### src/rtl/data_cache.sv
// Direct-mapped write-back data cache: 8 blocks of 4 bytes, tag [7:5], index [4:2], offset [1:0].
// Hits are serviced combinationally; misses stall the cpu while a dirty victim is written back and the new block fetched.
module data_cache (
    input  logic        CLK,
    input  logic        RESET,
    input  logic        READ,
    input  logic        WRITE,
    input  logic [7:0]  ADDRESS,
    input  logic [7:0]  WRITEDATA,
    output logic [7:0]  READDATA,
    output logic        BUSYWAIT,
    output logic        MEM_READ,
    output logic        MEM_WRITE,
    output logic [5:0]  MEM_ADDRESS,
    output logic [31:0] MEM_WRITEDATA,
    input  logic [31:0] MEM_READDATA,
    input  logic        MEM_BUSYWAIT
);

    typedef enum logic [1:0] {IDLE, WRITE_BACK, FETCH, UPDATE} state_t;

    state_t      state;
    state_t      next_state;

    logic [7:0]  valid;
    logic [7:0]  dirty;
    logic [2:0]  tag_mem  [8];
    logic [31:0] data_mem [8];

    logic [2:0]  addr_tag;
    logic [2:0]  addr_index;
    logic [1:0]  addr_offset;
    logic        request;
    logic        hit;
    logic        write_hit;
    logic        mem_busy_seen;
    logic        mem_done;

    logic        mem_read_next;
    logic        mem_write_next;
    logic [5:0]  mem_address_next;
    logic [31:0] mem_writedata_next;

    assign addr_tag    = ADDRESS[7:5];
    assign addr_index  = ADDRESS[4:2];
    assign addr_offset = ADDRESS[1:0];

    assign request   = READ | WRITE;
    assign hit       = valid[addr_index] && (tag_mem[addr_index] == addr_tag);
    // READ and WRITE together is serviced as a write.
    assign write_hit = WRITE && hit && (state == IDLE);

    // A transfer completes only once memory has been seen busy and then drops busy.
    assign mem_done = ((state == WRITE_BACK) || (state == FETCH)) && mem_busy_seen && !MEM_BUSYWAIT;

    assign READDATA = hit ? data_mem[addr_index][{addr_offset, 3'b000} +: 8] : 8'd0;

    always_ff @(posedge CLK) begin
        if (RESET) begin
            state <= IDLE;
        end else begin
            state <= next_state;
        end
    end

    always_comb begin
        next_state = state;
        case (state)
            IDLE: begin
                if (request && !hit) begin
                    next_state = (valid[addr_index] && dirty[addr_index]) ? WRITE_BACK : FETCH;
                end
            end
            WRITE_BACK: begin
                if (mem_done) begin
                    next_state = FETCH;
                end
            end
            FETCH: begin
                if (mem_done) begin
                    next_state = UPDATE;
                end
            end
            UPDATE: begin
                next_state = IDLE;
            end
            default: begin
                next_state = IDLE;
            end
        endcase
    end

    // Memory-side outputs are computed for the state being entered and registered below.
    always_comb begin
        BUSYWAIT           = request && !((state == IDLE) && hit);
        mem_read_next      = 1'b0;
        mem_write_next     = 1'b0;
        mem_address_next   = MEM_ADDRESS;
        mem_writedata_next = MEM_WRITEDATA;
        case (next_state)
            WRITE_BACK: begin
                mem_write_next     = 1'b1;
                mem_address_next   = {tag_mem[addr_index], addr_index};
                mem_writedata_next = data_mem[addr_index];
            end
            FETCH: begin
                mem_read_next    = 1'b1;
                mem_address_next = ADDRESS[7:2];
            end
            default: begin
                mem_read_next = 1'b0;
            end
        endcase
    end

    always_ff @(posedge CLK) begin
        if (RESET) begin
            MEM_READ      <= 1'b0;
            MEM_WRITE     <= 1'b0;
            MEM_ADDRESS   <= 6'd0;
            MEM_WRITEDATA <= 32'd0;
        end else begin
            MEM_READ      <= mem_read_next;
            MEM_WRITE     <= mem_write_next;
            MEM_ADDRESS   <= mem_address_next;
            MEM_WRITEDATA <= mem_writedata_next;
        end
    end

    always_ff @(posedge CLK) begin
        if (RESET || (next_state != state)) begin
            mem_busy_seen <= 1'b0;
        end else if ((state == WRITE_BACK) || (state == FETCH)) begin
            mem_busy_seen <= mem_busy_seen | MEM_BUSYWAIT;
        end
    end

    always_ff @(posedge CLK) begin
        if (RESET) begin
            valid <= 8'd0;
            dirty <= 8'd0;
        end else if (state == UPDATE) begin
            valid[addr_index] <= 1'b1;
            dirty[addr_index] <= 1'b0;
        end else if (write_hit) begin
            dirty[addr_index] <= 1'b1;
        end
    end

    always_ff @(posedge CLK) begin
        if (state == UPDATE) begin
            data_mem[addr_index] <= MEM_READDATA;
            tag_mem[addr_index]  <= addr_tag;
        end else if (write_hit) begin
            data_mem[addr_index][{addr_offset, 3'b000} +: 8] <= WRITEDATA;
        end
    end

endmodule

### config.mk
export PLATFORM = sky130hd
export DESIGN_NAME = data_cache
export DESIGN_NICKNAME = d
export VERILOG_FILES = /design/src/rtl/data_cache.sv
export SDC_FILE = /design/constraint.sdc
export NUM_CORES = 1
export LEC_CHECK = 0
export CORE_MARGIN = 2
export CORE_UTILIZATION = 57
export DETAILED_ROUTE_END_ITERATION = 10
export DONT_BUFFER_PORTS = 1
export GPL_TIMING_DRIVEN = 0
export HOLD_SLACK_MARGIN = 0.05
export PLACE_DENSITY = 0.75
export SKIP_LAST_GASP = 1
export SYNTH_ARGS = -nofsm -noshare
export SYNTH_HDL_FRONTEND = slang
export SYNTH_SLANG_ARGS = --single-unit
### constraint.sdc
create_clock -name CLK -period 3.6 [get_ports CLK]
set_input_delay 0.54 -clock CLK [delete_from_list [all_inputs] [get_ports CLK]]
set_output_delay 0.54 -clock CLK [all_outputs]
set_load 0.01 [all_outputs]
==> metrics list <==
- The initial utilization of the core area, before any placement, comes to 0.5826.
- Highest ir drop seen on vdd: 0.4765 mV
- Timing would allow up to 0.2754 GHz.
- Power density cells: 619.4 nW/um2
* Nature of the critical path startpoint: input pin
* Drt drc: 0
- For the worst setup path, the data required time is 3.06 ns.
* Post-synth net total: 1058
- Count leader, synth: sky130_fd_sc_hd__edfxtp_1
- Total met2 wirelength after detailed routing: 18.03 mm
* Core area: 24460 um2
- Post-synth top area share: 0.5900
- Across all setup checks in the final design, the least slack found is -0.03058 ns.
- In this run the remaining antenna-violating nets after routing total 0.
- Worst r2r path cells: 8
- From synthesis to final layout, the design area changed by 11.07%.
- For this run, the share of the core covered by cells in the final layout is 0.6471.
- Routed via count: 9091
- Total routed wirelength: 40.59 mm
- In the final layout, the share of cells above drive strength 1 is 0.1567.
* Seq/Total Area, Yosys: 0.6729
* WP data arrival: 3.09 ns
- The synthesized netlist occupies a cell area of 14250 um2.
- Top cell type by total area after synthesis: sky130_fd_sc_hd__edfxtp_1
* Row Count: 57
* Via-per-instance ratio: 6.602
* Net count of the finished layout: 1095
- Main area contributors after synthesis: sky130_fd_sc_hd__edfxtp_1, sky130_fd_sc_hd__dfxtp_1, sky130_fd_sc_hd__mux2i_1
- Transition time at the pin with the least slew margin: 1.473 ns
- Multi-input gate area: 4242 um2
- The initial antenna violation count was 0.
* Average cell area after synthesis: 14.35 um2
* CTS tree: built
- DRT Pass-1 Iters: 6
* Maximum number of pins on one net before global-route repair: 15
- For the worst-skew pair, the clock arrives at the later sink with an insertion delay of 0.51 ns.
* CTS Buffer Depth: 3
* Remaining global-route overflow: 0
- Subtracting the final worst setup slack from the clock period gives 3.631 ns.
* Leakage component of the power: 5.380 nW
- Clock tree synthesis inserted a total of 35 buffers.
- The detailed router put a total of 14.92 mm of wire on met1.
- In this run the tightest slew margin relative to its limit is 0.01615.
- Number of warnings reported in the yosys synthesis log: 0
* WL/cell: 29.48 um
- In the global route stage, overall resource usage came out at 0.3104.
- Hold_sp: ADDRESS[7]
- Total setup buffers inserted after CTS: 0
- In this run the critical register-to-register path is launched from tag_mem[1][2].
- On the final layout, the worst hold slack is 0.1194 ns.
- Setup total negative slack on the finished layout was measured at -0.2860 ns.
* Top FF cell, synth: sky130_fd_sc_hd__edfxtp_1
- Largest driver fanout on the critical path: 10
- Measured along the y axis, the die boundary spans 162.1 um.
* # port buffers: 0
* Share of the cycle needed by the critical path after routing: 1.008
* Register clock-pin slew on the reported worst setup and hold paths: 0.06 ns
- The clock arrives with 0.01491 ns of skew.
- Hold Path Sink: tag_mem[0][2]
- Summed over all nets, the half-perimeter wirelength after detailed placement is 27.31 mm.
* Reg2reg setup slack: 0.03 ns
- Top Layer Used: met4
* Class of the worst hold path: input pin to flop
- Setup violations remaining at the end of the flow were counted as 17.
- Max-cap viol count: 0
- Pin placement for this block handled 102 I/O pins.
- Die outline width: 162.1 um
* Final GP Congestion: 1.027
- Cells on Worst Hold Path: 0
* Die Footprint: 26280 um2
* Clk Tree Root Cell: sky130_fd_sc_hd__clkbuf_16
- In this run the number of H-tree levels came out at 2.
* Mapped Cells: 993
- The final number of hold-violating endpoints was 0.
- The flow ran to the end, but the final reports show violations.
- In this run the critical register-to-register path is captured at data_mem[6][20].
- The first routing iteration left 1445 violations.
- Setup repair after global routing could not meet its margin everywhere.
* Worst setup path category: input pin to output pin
* Commonest cells post-synth: sky130_fd_sc_hd__edfxtp_1, sky130_fd_sc_hd__nor2_1, sky130_fd_sc_hd__mux2i_1, sky130_fd_sc_hd__dfxtp_1, sky130_fd_sc_hd__nand2_1
* Met3 wire len: 5.767 mm
* First-pass GRT wire length: 58.15 mm
- Count of flip-flops with a built-in enable after synthesis: 280
* Final-layout fill cell count: 1768
- Total area of sequential cells: 9589 um2
- Sinks on the clock net: 339
- Seq cells post-synth: 339
- Kind of end point of the critical path: output pin
* Vias in the first global route: 8795
- The final reports fail on negative setup slack.
* Number of distinct library cells after synthesis: 53
- The number of slew-limit violations in the final report came to 0.
- Number of antenna repair diodes: 0
* Async S/R FF share, synth: 0
what timing repair did:
action	CTS	global route
hold buffers	0	0
endpoints found under the setup margin	61	111
gates resized for setup	21	23
endpoints found under the hold margin	0	0
layout by cell type (no fill, tap or decap), types with 21 or more instances in the layout:
cell type / instances
sky130_fd_sc_hd__a21oi_1: 37
sky130_fd_sc_hd__clkbuf_16: 35
sky130_fd_sc_hd__nor2_1: 112
sky130_fd_sc_hd__mux2i_1: 89
sky130_fd_sc_hd__clkbuf_1: 23
sky130_fd_sc_hd__nand2_1: 50
sky130_fd_sc_hd__mux2_2: 21
sky130_fd_sc_hd__inv_1: 39
sky130_fd_sc_hd__mux4_2: 28
sky130_fd_sc_hd__edfxtp_1: 280
sky130_fd_sc_hd__a211oi_1: 36
sky130_fd_sc_hd__dfxtp_1: 59
where the power goes:
group | switching (mW) | leakage, nW | internal [mW]
logic | 0.950 | 1.85 | 0.546
clock network | 1.46 | 0.528 | 2.01
registers | 0.306 | 3.00 | 4.53
total | 2.72 | 5.38 | 7.09
worst max-delay path: stages:
cell and delay (ns):
sky130_fd_sc_hd__buf_6 0.12, sky130_fd_sc_hd__buf_2 0.24, sky130_fd_sc_hd__buf_2 0.38, sky130_fd_sc_hd__clkbuf_2 0.42
sky130_fd_sc_hd__o22ai_1 0.15, sky130_fd_sc_hd__a221oi_1 0.73, sky130_fd_sc_hd__mux4_2 0.40, sky130_fd_sc_hd__nor2_1 0.10
worst max-delay path by stage:
stage                  start           endpoint  cells past startpoint
3_3_place_gp      ADDRESS[4]  MEM_WRITEDATA[23]                     13
5_1_grt        tag_mem[1][2]    data_mem[3][18]                      8
3_5_place_dp      ADDRESS[4]  MEM_WRITEDATA[23]                     13
4_1_cts           ADDRESS[4]  MEM_WRITEDATA[23]                     13
6_report          ADDRESS[4]        READDATA[6]                      8
2_1_floorplan     ADDRESS[2]  MEM_WRITEDATA[17]                     14
sequential cells by signal (all words and copies together) (netlist names), named ones only:
name,flops
data_mem,256
MEM_WRITEDATA,32
tag_mem,24
valid,8
MEM_ADDRESS,6
state,2
MEM_READ,1
MEM_WRITE,1
mem_busy_seen,1
per-stage QoR:
stage / setup slack [ns] / total power [mW] / instances / instance area [um2]
finish: -0.03058 / 9.805 / 1377 / 15830
global route: -0.07355 / 10.12 / 1377 / 15830
CTS: 0.005791 / 9.766 / 1377 / 15770
detailed placement: -0.9217 / 6.359 / 1317 / 14660
global placement: -0.8153 / 6.311 / 1317 / 14660
floorplan: 0.1934 / 5.883 / 993 / 14250
kinds of logic after synthesis:
group	after synthesis	share of synthesized area
DFF	339	0.6729
and+or+nand+nor	226	0.07085
AOI/OAI and AO/OA	171	0.08490
muxes	139	0.1252
buffers and inverters	102	0.03319
adders and majority gates	12	0.01054
xor gates and xnor gates	4	0.002458
final cells by class:
| cell class | count | share of cell area |
|---|---|---|
| sequential | 339 | 0.6058 |
| multi-input combinational | 552 | 0.2680 |
| clock buffer | 45 | 0.06047 |
| tap | 324 | 0.02561 |
| buffer | 63 | 0.02324 |
| inverter | 39 | 0.009248 |
| clock inverter | 15 | 0.007667 |
routing by layer:
layer / track usage / vias up
met5: 0 / -
met4: 0.1348 / 0
met3: 0.1009 / 142
met2: 0.4694 / 662
met1: 0.4164 / 4446
li1: - / 3841
(Power assumes the default switching activity.)
